File: src/rtl/divf_iter.sv
`default_nettype none
// ============================================================================
// Module   : divf_iter
// Purpose  : Sequential IEEE-754 single-precision divider, restoring mantissa
//            division at one quotient bit per clock, fixed 26-clock latency.
// Revision : 1.0 - initial release
// ============================================================================
module divf_iter (
  input  logic        clk,
  input  logic        rst,
  input  logic        start,
  input  logic [31:0] a,
  input  logic [31:0] b,
  output logic        busy,
  output logic        done,
  output logic [31:0] s,
  output logic        dz,
  output logic        ovf,
  output logic        unf,
  output logic        inv
);

  localparam int QBITS = 25;

  typedef enum logic [1:0] {
    ST_IDLE = 2'd0,
    ST_DIV  = 2'd1,
    ST_NORM = 2'd2
  } state_t;

  state_t r_state, w_state_nxt;
  logic              w_accept;

  logic              r_sign;
  logic [7:0]        r_ea, r_eb;
  logic [23:0]       r_mb;
  logic [25:0]       r_rem;
  logic [QBITS-1:0]  r_q;
  logic [4:0]        r_cnt;
  logic              r_inv_op, r_az, r_bz;

  logic              r_done;
  logic [31:0]       r_s;
  logic              r_dz, r_ovf, r_unf, r_inv;

  logic              w_ge;
  logic [25:0]       w_diff, w_rem_nxt;
  logic signed [9:0] w_e, w_exp;
  logic [22:0]       w_frac;
  logic [31:0]       w_s;
  logic              w_dz, w_ovf, w_unf, w_inv;

  always_ff @(posedge clk or posedge rst) begin
    if (rst) r_state <= ST_IDLE;
    else     r_state <= w_state_nxt;
  end

  always_comb begin
    w_state_nxt = r_state;
    w_accept    = 1'b0;
    case (r_state)
      ST_IDLE: if (start) begin
        w_accept    = 1'b1;
        w_state_nxt = ST_DIV;
      end
      ST_DIV:  if (r_cnt == 5'd0) w_state_nxt = ST_NORM;
      ST_NORM: w_state_nxt = ST_IDLE;
      default: w_state_nxt = ST_IDLE;
    endcase
  end

  // Restoring step: remainder always stays below 2*mb, so 26 bits never overflow.
  always_comb begin
    w_ge      = (r_rem >= {2'b00, r_mb});
    w_diff    = r_rem - {2'b00, r_mb};
    w_rem_nxt = w_ge ? (w_diff << 1) : (r_rem << 1);
  end

  always_comb begin
    w_e    = $signed({2'b00, r_ea}) - $signed({2'b00, r_eb}) + 10'sd127;
    w_exp  = r_q[QBITS-1] ? w_e : (w_e - 10'sd1);
    w_frac = r_q[QBITS-1] ? r_q[23:1] : r_q[22:0];
    w_s    = {r_sign, w_exp[7:0], w_frac};
    w_dz   = 1'b0;
    w_ovf  = 1'b0;
    w_unf  = 1'b0;
    w_inv  = 1'b0;
    if (r_inv_op) begin
      w_s   = 32'h7FC0_0000;
      w_inv = 1'b1;
    end else if (r_az) begin
      w_s = {r_sign, 31'b0};
    end else if (r_bz) begin
      w_s  = {r_sign, 8'hFF, 23'b0};
      w_dz = 1'b1;
    end else if (w_exp >= 10'sd255) begin
      w_s   = {r_sign, 8'hFF, 23'b0};
      w_ovf = 1'b1;
    end else if (w_exp <= 10'sd0) begin
      w_s   = {r_sign, 31'b0};
      w_unf = 1'b1;
    end
  end

  always_ff @(posedge clk or posedge rst) begin
    if (rst) begin
      r_sign   <= 1'b0;
      r_ea     <= '0;
      r_eb     <= '0;
      r_mb     <= '0;
      r_rem    <= '0;
      r_q      <= '0;
      r_cnt    <= '0;
      r_inv_op <= 1'b0;
      r_az     <= 1'b0;
      r_bz     <= 1'b0;
      r_done   <= 1'b0;
      r_s      <= '0;
      r_dz     <= 1'b0;
      r_ovf    <= 1'b0;
      r_unf    <= 1'b0;
      r_inv    <= 1'b0;
    end else begin
      r_done <= 1'b0;
      if (w_accept) begin
        r_sign   <= a[31] ^ b[31];
        r_ea     <= a[30:23];
        r_eb     <= b[30:23];
        r_rem    <= {2'b01, a[22:0]};
        r_mb     <= {1'b1, b[22:0]};
        r_q      <= '0;
        r_cnt    <= 5'd24;
        // Denormals are flushed: exponent field 0 counts as zero.
        r_inv_op <= (a[30:23] == 8'hFF) || (b[30:23] == 8'hFF) ||
                    ((a[30:23] == 8'h00) && (b[30:23] == 8'h00));
        r_az     <= (a[30:23] == 8'h00);
        r_bz     <= (b[30:23] == 8'h00);
      end else if (r_state == ST_DIV) begin
        r_q   <= {r_q[QBITS-2:0], w_ge};
        r_rem <= w_rem_nxt;
        r_cnt <= r_cnt - 5'd1;
      end else if (r_state == ST_NORM) begin
        r_done <= 1'b1;
        r_s    <= w_s;
        r_dz   <= w_dz;
        r_ovf  <= w_ovf;
        r_unf  <= w_unf;
        r_inv  <= w_inv;
      end
    end
  end

  assign busy = (r_state != ST_IDLE);
  assign done = r_done;
  assign s    = r_s;
  assign dz   = r_dz;
  assign ovf  = r_ovf;
  assign unf  = r_unf;
  assign inv  = r_inv;

endmodule
`default_nettype wire

File: config.mk
export PLATFORM = sky130hd
export DESIGN_NAME = divf_iter
export DESIGN_NICKNAME = d
export VERILOG_FILES = /design/src/rtl/divf_iter.sv
export SDC_FILE = /design/constraint.sdc
export NUM_CORES = 1
export LEC_CHECK = 0
export CORE_MARGIN = 2
export CORE_UTILIZATION = 60
export DETAILED_ROUTE_END_ITERATION = 12
export PLACE_DENSITY = 0.86
export SLEW_MARGIN = 20
export SYNTH_ARGS = -nofsm -noshare
export SYNTH_HDL_FRONTEND = slang
export SYNTH_SLANG_ARGS = --single-unit
File: constraint.sdc
create_clock -name clk -period 9.2 [get_ports clk]
set_input_delay 1.84 -clock clk [delete_from_list [all_inputs] [get_ports clk]]
set_output_delay 1.84 -clock clk [all_outputs]
set_load 0.02 [all_outputs]
======== Yosys cells after proc, flatten, opt, wreduce, memory -nomap -nowiden ========
Index checks and enable logic that the tools add are counted.
Widths: inputs -> output; s select.
storage, ports and cells
  register bits after elaboration ......... 139
  output and inout bits ................... 38
  logic and storage cells ................. 80
  bits of input ports ..................... 67
cells by class
  mux-type cells .......................... 35
  add/sub/neg operators ................... 5
  reduce and logical (&&, ||, !) cells .... 11
  bitwise logic cells ..................... 3
  order comparisons ....................... 3
  equality and inequality tests ........... 6
operators with widths
  kind                   count
  $mux 31                4
  $mux 26                3
  $mux 25                2
  $mux 32                1
  $ge 26x24->1           1
  $sub 25x24->25         1
  $mux 23                1
  $mux 1                 18
  $eq 8x8->1 const B     2
  $logic_not 8->1        2
  $add 9x8->10 const B   1
  $ge 10x9->1 const B    1
  $le 10x1->1 const B    1
  $mux 10                1
  $mux 5                 2
  $sub 10x2->10 const B  1
  $sub 8x8->9            1
  $logic_not 5->1        1
  $sub 5x1->5 const B    1
  $mux 2                 2
  $ne 2x2->1 const B     2
  $pmux 2 s2             1
  $reduce_bool 2->1      2
  $reduce_and 3->1       1
  8 further kinds        10

======== Depth between registers and ports, before layout ========
  word-level depth ........................ 10
  gate-level depth with buffers ........... 16
  depth with buffers taken out ............ 15

======== Least setup slack after synthesis ========
Ideal clock, no wire load.
  path kind ............................... reg-to-reg
  start ................................... reg r_ea[0]
  end ..................................... reg r_s[30] (netlist: s[30])
  setup time .............................. 126 ps
  period minus slack after synthesis ...... 3521 ps
  buffers on the path ..................... 0
  stages on the path, launching flop included .. 15
  arrival ................................. 3395 ps
  required time ........................... 9074 ps
  slack ................................... 5679 ps
  cell sequence ........................... dfrtp_1 > inv_1 > ha_1 > inv_1 > fa_1 > inv_1 > ha_1 > nand2_1 > a2bb2oi_1 > or3_1 > or3_4 > a21oi_2 > nor3_2 > a221o_2 > a221o_1
on the way
  cells in the longest elaborated chain, start to end .. 10
  elaborated cells between the ends (all ways) .. 11
  classes of those cells .................. add/sub: 3; order compare: 2; mux: 6
ends and longest elaborated chain
  item                    line  RTL
  from (decl)             35    logic [7:0] r_ea, r_eb;
  from (signal assigned)  127   r_ea <= a[30:23];
  $sub 8x8->9 (*)         80    w_e = $signed({2'b00, r_ea}) - $signed({2'b00, r_eb}) + 10'sd127;
  $add 9x8->10 (*)        80
  $sub 10x2->10           81    w_exp = r_q[QBITS-1] ? w_e : (w_e - 10'sd1);
  $mux 10 (*)             81
  $le 10x1->1             99    end else if (w_exp <= 10'sd0) begin
  $mux 31                 99
  $mux 31 (*)             96    end else if (w_exp >= 10'sd255) begin
  $mux 31 (*)             93    end else if (r_bz) begin
  $mux 31 (*)             91    end else if (r_az) begin
  $mux 32 (*)             88    if (r_inv_op) begin
  to (signal assigned)    144   r_s <= w_s;
  to (decl)               43    logic [31:0] r_s;
Every way passes the cells marked *; elsewhere a longest branch is shown, timed or not.
A chain may end at the register's enable or synchronous reset.

======== Worst setup path in the final report ========
  start ................................... reg r_ea[0]
  end ..................................... reg r_s[3] (netlist: s[3])
Same word-level chain as after synthesis.

==> metrics.csv <==
stage,metric,value,unit
critical_path,"Slowest-stage cell, CP",nand3_1,
critical_path,worst path bufs/invs,3,
power,clock share of power,16.1,%
layout,storage element area,3480,um^2
yosys,Synth cell types,63,
floorplanning,core box area,12700,um^2
placement,# port buffers,104,
yosys,synthesized area,7870,um^2
floorplanning,Die Y,119,um
cts,hold_buf cts,0,
yosys,sequential share of the synthesized area,44.2,%
detailed_routing,Iteration-0 DRC Markers,596,
layout,Nets,1083,
power,net switching fraction of the power,45.4,%
floorplanning,Die ar.,14000,um^2
power,combinational share of power,60.3,%
yosys,share of the synthesized area in the top cell type,44.2,%
detailed_routing,first-pass iteration count of the detailed router,6,
layout,fillers,946,
global_routing,total gr overflow,0,
critical_path,CP max stage delay,0.61,ns
layout,Final Core Density,75.7,%
global_routing,number of global-route vias before repair,6756,
power,VDD IR max,225,uV
power,share of power burned in registers,23.6,%
critical_path,CP startpoint kind,flop,
sta,Final period util,46.3,%
sta,worst-margin pin slew,0.972,ns
yosys,Synth Area per Inst,8.84,um^2
global_routing,pin count of the biggest net entering global routing,123,
yosys,register bit total from synthesis,139,
layout,n_diodes,0,
cts,clock root buffer,clkbuf_16,
critical_path,"delay-heaviest family, CP",simple AND/OR/NAND/NOR gates,
yosys,asr flop ratio synth,100,%
cts,post-cts resize count,0,
sta,Final Skew,0.00841,ns
cts,Clock Tree Buf Depth,2,
sta,RSZ-0062 raised after global routing,false,
yosys,post-synth top area cell,dfrtp_1,
layout,layout cells sized above 1,5.76,%
global_routing,initial antenna violation count,0,
cts,TritonCTS sink count,139,
critical_path,Critical Path RT,9.47,ns
floorplanning,Die Wd,119,um
yosys,"Primary FF master, synth",dfrtp_1,
sta,Rel. slew slack,34.9,%
detailed_routing,vias post-DR,6885,
floorplanning,Rows,41,
detailed_routing,final WL,18.5,mm
cts,CTS tree,yes,
critical_path,worst path cell trace,inv_1 -> ha_1 -> inv_1 -> fa_1 -> inv_1 -> ha_1 -> nor2b_1 -> nand2_1 -> nor4_1 -> mux2i_1 -> or4_1 -> o2111a_1 -> a211o_1 -> nand3_1 -> o21ai_1,
power,cell leakage power,4.22,nW
critical_path,CP arrival,4.53,ns
sta,TNS Setup,0,ns
yosys,post-synth net total,995,
critical_path,crit end category,flop,
power,Switch Pwr,1.91,mW
yosys,"EDFF count, synth",0,
detailed_routing,DR WL/cell,15.9,um
cts,"Clk Latency, worst-skew pair",0.43,ns
run_status,outcome,"complete, no violations",
critical_path,most frequent cell on the critical path,inv_1,
hold_path,HP Class,flop to flop,
sta,fin. max-slew vios,0,
critical_path,Register-to-Register Setup Slack,4.94,ns
critical_path,Crit Path Class,flop to flop,
floorplanning,initial core utilization,61.8,%
cts,CTS buffer count,17,
sta,Max Fclk,0.235,GHz
placement,hpwl dp,12.3,mm
global_routing,first-pass GRT wire length,31.8,mm
placement,gpl congestion,0.927,
global_routing,gr usage total,27.7,%
sta,final hold violations,0,
yosys,top post-synthesis cells by area,"dfrtp_1 (44%), nand2_1 (8.3%), o21ai_0 (6.2%)",
run,number of max-cap violations,0,
floorplanning,Top-Level Pins,105,
cts,clk slew on worst S/H paths,0.06,ns
sta,final setup fails,0,
cts,"Setup Fix Bufs, Post-CTS",0,
layout,multi-input logic area,4050,um^2
sta,fin crit period,4.26,ns
detailed_routing,via/cell ratio,5.93,
power,internal power,2.30,mW
detailed_routing,ANT nets after route,0,
critical_path,Crit Path Max Fanout,22,
layout,Layout area overhead,22.5,%
yosys,Mapped Cells,890,
cts,H-tree levels,4,
yosys,YS warnings,0,
detailed_routing,DRC,0,
power,Power Dens Cells,438,nW/um^2
==> worst min-delay path, stage by stage, from the launching register on <==
cell and delay [ns]:
dfrtp_1 0.32, inv_1 0.05, nand2_1 0.05
==> stage by stage <==
stage                     area, um^2  power (mW)  hold WS, ns  cells  worst slack, ns
after floorplan                 7870        2.95        0.418    890             3.64
after global placement          9020        3.38        0.433   1130             5.19
after detailed placement        9020        3.45        0.441   1130             5.02
after CTS                       9610        4.18        0.456   1161             4.95
after global routing            9630        4.58        0.501   1162             4.62
final                           9630        4.22        0.454   1162             4.94
==> flip-flops by register name, indices dropped and copies added, names as in the netlist, 2 cells and up <==
| register | cells |
|---|---|
| r_cnt | 5 |
| r_ea | 8 |
| r_eb | 8 |
| r_mb | 24 |
| r_q | 25 |
| r_rem | 26 |
| r_state | 2 |
| s | 32 |
==> cells in the final DEF (no fill, tap or decap), types with 3 or more instances in the layout <==
cell type        Yosys  final
dfrtp_1            139    139
ha_1                36     36
nand2b_1             9      8
a21oi_1             45     45
a221o_1             12     12
o21ai_0             97     97
clkinv_4             0      4
nor2_1              36     36
and3_1              20     20
inv_6                0      4
clkdlybuf4s50_1      0    104
a31oi_1              8      8
o2111ai_1            3      3
nor3_1              16     16
o21a_1               4      4
o31a_1               3      3
a21o_1               9      9
nand2_1            173    173
clkbuf_16            0     17
mux2i_1             33     33
nor2b_1              5      4
nor4_1               9      9
nand4_1              6      6
nand3_1             14     14
xnor2_1             20     20
a31o_2               3      3
a22o_1               4      4
a211oi_1             3      3
or3_1                3      3
o21bai_1             5      4
o21ai_1             25     25
inv_1               49     48
buf_4                2      7
xor2_1              15     15
a21boi_0             3      3
==> worst paths after layout <==
| kind | endpoint | from | cells past startpoint |
|---|---|---|---|
| worst min register to register | r_mb[23] | r_mb[23] | 2 |
| worst max-delay path | s[3] | r_ea[0] | 15 |
| worst max register to register | s[3] | r_ea[0] | 15 |
| max in group asynchronous | r_bz | rst | 3 |
| min in group asynchronous | s[24] | rst | 2 |
| worst min-delay path | r_mb[23] | r_mb[23] | 2 |
==> cell usage after synthesis (4+ instances only) <==
library cell,number
nor2b_1,5
clkbuf_1,35
a21o_1,9
nand2_1,173
nor3_1,16
nor4_1,9
o21bai_1,5
nor2_1,36
mux2i_1,33
o21ai_1,25
a31oi_1,8
dfrtp_1,139
nand3_1,14
inv_1,49
xnor2_1,20
nand4_1,6
o21a_1,4
a22o_1,4
ha_1,36
and3_1,20
o21ai_0,97
buf_1,5
a21oi_1,45
a221o_1,12
xor2_1,15
nand2b_1,9
==> power groups by stage <==
stage | sequential, mW | clock [mW] | combinational [mW]
2_1_floorplan | 0.967 | 0 | 1.98
3_3_place_gp | 0.991 | 0 | 2.39
3_5_place_dp | 0.999 | 0 | 2.45
4_1_cts | 0.991 | 0.686 | 2.51
5_1_grt | 1.02 | 0.711 | 2.85
6_report | 0.994 | 0.679 | 2.54
==> kinds of logic (layout without fill, tap and decap cells) <==
group           after synthesis  in the layout  share of synthesized area, %
flops                       139            139                          44.2
buf+inv                      92            192                          4.50
mux                          33             33                          4.20
fa+ha+maj                    38             38                          6.23
xor+xnor                     37             37                          4.45
compound gates              243            243                          18.7
simple gates                308            308                          17.7
==> layout make-up <==
class,instances,share of cell area (%)
Clock buffer,19,4.60
Clock inverter,12,1.47
Inverter,49,1.96
Sequential cell,139,36.1
Multi-Input combinational cell,659,42.0
Tap cell,172,2.23
Timing Repair Buffer,112,11.6
==> per-layer routing <==
layer | share of wire [%] | GRT usage (%) | wire length, um
met1 | 43 | 36.0 | 8030
met5 | 0 | 0 | 0
met3 | 5.5 | 5.65 | 1010
met2 | 49 | 45.6 | 9000
met4 | 2.4 | 10.8 | 443
(Power assumes the default switching activity.)
==> RTL change 1, RTL diff (config.mk and constraints unchanged) <==
Register the inputs `start`, `a` and `b` before use. The logic sees them one clock later.
--- a/src/rtl/divf_iter.sv
+++ b/src/rtl/divf_iter.sv
@@ -27,6 +27,16 @@
     ST_DIV  = 2'd1,
     ST_NORM = 2'd2
   } state_t;
+
+  logic start_q;
+  logic [31:0] a_q;
+  logic [31:0] b_q;
+
+  always_ff @(posedge clk) begin
+    start_q <= start;
+    a_q     <= a;
+    b_q     <= b;
+  end
 
   state_t r_state, w_state_nxt;
   logic              w_accept;
@@ -59,7 +69,7 @@
     w_state_nxt = r_state;
     w_accept    = 1'b0;
     case (r_state)
-      ST_IDLE: if (start) begin
+      ST_IDLE: if (start_q) begin
         w_accept    = 1'b1;
         w_state_nxt = ST_DIV;
       end
@@ -123,18 +133,18 @@
     end else begin
       r_done <= 1'b0;
       if (w_accept) begin
-        r_sign   <= a[31] ^ b[31];
-        r_ea     <= a[30:23];
-        r_eb     <= b[30:23];
-        r_rem    <= {2'b01, a[22:0]};
-        r_mb     <= {1'b1, b[22:0]};
+        r_sign   <= a_q[31] ^ b_q[31];
+        r_ea     <= a_q[30:23];
+        r_eb     <= b_q[30:23];
+        r_rem    <= {2'b01, a_q[22:0]};
+        r_mb     <= {1'b1, b_q[22:0]};
         r_q      <= '0;
         r_cnt    <= 5'd24;
         // Denormals are flushed: exponent field 0 counts as zero.
-        r_inv_op <= (a[30:23] == 8'hFF) || (b[30:23] == 8'hFF) ||
-                    ((a[30:23] == 8'h00) && (b[30:23] == 8'h00));
-        r_az     <= (a[30:23] == 8'h00);
-        r_bz     <= (b[30:23] == 8'h00);
+        r_inv_op <= (a_q[30:23] == 8'hFF) || (b_q[30:23] == 8'hFF) ||
+                    ((a_q[30:23] == 8'h00) && (b_q[30:23] == 8'h00));
+        r_az     <= (a_q[30:23] == 8'h00);
+        r_bz     <= (b_q[30:23] == 8'h00);
       end else if (r_state == ST_DIV) begin
         r_q   <= {r_q[QBITS-2:0], w_ge};
         r_rem <= w_rem_nxt;
Formal check against the unedited RTL: not equivalent (a bounded check fails within 4 cycles, from zero or initial values and one cycle with rst high).
==> RTL change 1 against the unedited design <==
- synthesized area is 20% higher
- routed wire length grew 9.7%
- power rose by 18%
- setup slack better by 0.20 ns
- worst hold slack worse by 0.023 ns
- sequential power grew 34%
- critical path type unchanged
- sequential cell count grew 65
- design area up 18%
==> RTL change 1: results (changes against the unedited design) <==
GRT
The met2 demand-to-capacity share in global routing is 44.1% (-1.5 points). The met3 track demand over resource in global routing is 2.85% (-2.8 points). The pin count of the biggest net entering global routing is 121 (-1.6%). The number of global-route vias before repair is 7312 (+8.2%).

Place
The final RePlAce weighted congestion is 0.904 (-2.4%). The number of instances in the placed design was 1251 (+11%). The worst setup slack before clock tree synthesis is 5.13 ns (+0.111 ns).

Yosys
The post-synth net total is 1075 (+8.0%). The synthesized cell area is 9470 um^2 (+20%). Sorting the synthesized cells by how often they occur yields nand2_1, dfrtp_1, o21ai_0. By area the synthesized netlist is led by dfrtp_1, dfxtp_1, nand2_1.

Layout
The register cell area after layout came to 4780 um^2 (+37%). The number of buffers other than clock buffers in the final layout is 111 (-0.89%). The number of ordinary inverters in the final layout is 53 (+8.2%). The clock buffer and inverter area fraction after layout came to 6.33% (+0.26 points).

The post-route core utilization was 74.4% (-1.3 points). The count of multi-input combinational gates is 673 (+2.1%). The biggest cell category by area in the final layout is flip-flops and latches.

The filler cell count in the final layout is 1115 (+18%). The multi-input logic portion of the cell area is 37.9% (-4.1 points).

Critical path
The data arrival time of the critical path is 4.40 ns (-0.13 ns). The biggest cell delay along the critical path is 0.66 ns (+0.05 ns). The largest individual stage delay along the critical path comes from the cell or4b_2.

Detailed routing
The average via count per standard cell is 5.70 (-3.8%). The total iterations of the first detailed-routing run is 7 (+1). The total via count in the routed design is 7356 (+6.8%). The met2 wire length was 10200 um (+14%). The sum of met3 wire segment lengths after detailed routing came to 825 um (-18%).

The met1 routed wirelength after detailed routing was 8690 um (+8.2%).

Power and ir drop
The static leakage is 4.96 nW (+17%). The highest ir drop seen on vdd came to 277 uV (+23%). The power attributed to sequential cells is 1.33 mW (+34%). The power share of the clock group is 17.5% (+1.4 points).

The total power after layout is 4.98 mW (+18%).

Clocking
The number of CTS-inserted buffers is 21 (+4). The clock latency on the worst-skew pair was 0.50 ns (+0.07 ns).

STA
The post-route clock skew is 0.0142 ns (+0.00582 ns).

Outcome
The flow ran to the end, and the final reports show no timing, DRC or antenna violations.
RTL change 1: cell types whose count changed after synthesis, moves of 8 or more:
cell	delta
and3_1	-8
nor2_1	-8
dfxtp_1	+65
o21ai_2	+19
o21ai_1	-14
RTL change 1: logic make-up (layout without fill, tap and decap cells):
group           Yosys count  after routing  share of synthesized area, %
flops                   204            204                          50.5
xor+xnor                 36             36                          3.41
compound gates          271            271                          19.1
mux                      33             33                          3.49
fa+ha+maj                38             38                          5.18
simple gates            295            295                          14.3
buf+inv                  93            202                          4.03
RTL change 1: worst paths after layout:
check | start | endpoint | slack, ns | cells after the start
setup / recovery | r_ea[0] | s[21] | 5.15 | 15
hold / removal | b_q[2] | r_mb[2] | 0.43 | 2
setup reg to reg | r_ea[0] | s[21] | 5.15 | 15
hold reg to reg | b_q[2] | r_mb[2] | 0.43 | 2
max in group asynchronous | rst | r_mb[20] | 6.04 | 3
min in group asynchronous | rst | r_q[11] | 1.80 | 2
==> RTL change 2, RTL diff (same flow settings) <==
Without the edit above. Change the localparam `QBITS` from 25 to 50.
--- a/src/rtl/divf_iter.sv
+++ b/src/rtl/divf_iter.sv
@@ -20,7 +20,7 @@
   output logic        inv
 );
 
-  localparam int QBITS = 25;
+  localparam int QBITS = 50;
 
   typedef enum logic [1:0] {
     ST_IDLE = 2'd0,
Formal check against the unedited RTL: same outputs for any inputs over 10 cycles, from zero or initial values and one cycle with rst high; that may be too few to reach the edited logic, so the function may still have changed.
==> RTL change 2 against the unedited design <==
- critical path depth is 1 lower
- setup slack got worse by 0.11 ns
- synthesized area rose by 15%
- utilization down 2.4 points
- critical path type unchanged
- sequential cell count grew 25
- routed wire length rose by 12%
- clock skew up 0.0016 ns
- power up 11%
- first-iteration DRC count is 24% higher
- count of clock-buffer cells in the layout rose by 3
- design area rose by 11%
- sequential share of layout area grew 2.1 points
- critical endpoint is now s[21]
==> RTL change 2: results (changes against the unedited design) <==
Power and ir drop
The static leakage is 4.73 nW (+12%). The power per standard cell area was 435 nW/um^2 (-0.50%). The clock group power is 663 uW (-2%). The highest ir drop seen on vdd is 262 uV (+16%).

Place
The worst setup slack before clock tree synthesis came to 4.92 ns (-0.105 ns). The instance area at placement is 10200 um^2 (+13%).

STA
The smallest hold slack is 0.461 ns (+0.00736 ns). The post-route clock skew was 0.0101 ns (+0.00164 ns).

Critical path
The data arrival time of the critical path is 4.71 ns (+0.18 ns). The setup slack on the worst flop-to-flop path is 4.83 ns (-0.11 ns).

Layout
The final cell count without fillers is 1297 (+12%). The number of clock-tree buffers in the layout is 22 (+3). The multi-input logic portion of the cell area is 42.3% (+0.31 points). The count of multi-input combinational gates is 750 (+14%). The final-layout non-clock buffer area share is 10.3% (-1.4 points).

The final-stage net count is 1205 (+11%). The filler cell count in the final layout came to 1084 (+15%). The number of ordinary inverters in the final layout is 55 (+12%).

Detailed routing
The sum of met3 wire segment lengths after detailed routing is 1060 um (+4.8%). The detailed-route wire length per cell is 15.9 um (about the same). The total via count in the routed design was 7722 (+12%).

Floorplan
The tap cell count is 184 (+7.0%).

GRT
The pin count of the biggest net entering global routing is 99 (-20%). The global-route usage over all layers is 26.9% (-0.77 points). The met1 demand-to-capacity share in global routing came to 35.6% (-0.42 points).

Yosys
The post-synth net total was 1129 (+13%). The number of instances in the synthesized netlist was 1024 (+15%).

Outcome
The run finished with clean final reports.
==> RTL change 2: cell types whose count changed after synthesis, sizes merged, moves of 5 or more <==
cell and change:
mux2i -8, a22oi +10, a21o +8, clkbuf +8, dfrtp +25, inv +6, o21ai +30, and3 -12
nor2 +5, nand2 +57
==> RTL change 2: critical path, cell delays in order (launching register included) <==
cell and delay (ns):
dfrtp_1 0.36, inv_1 0.06, ha_1 0.16, inv_1 0.06
fa_1 0.46, a211oi_2 0.34, nor2_1 0.10, xor2_1 0.59
or3_1 0.24, or3b_1 0.18, a21o_1 0.17, nand2_1 0.12
nor4b_1 0.43, nand3b_2 0.64, o21ai_0 0.36
==> RTL change 2: cell families (layout without fill, tap and decap cells) <==
logic type / Yosys count / count (layout) / share of synthesized area [%]
compound gates: 282 / 282 / 19.8
xor+xnor: 40 / 40 / 4.10
fa+ha+maj: 38 / 38 / 5.42
buf+inv: 110 / 199 / 4.81
flops: 164 / 164 / 45.3
mux: 26 / 26 / 2.89
simple gates: 364 / 364 / 17.6
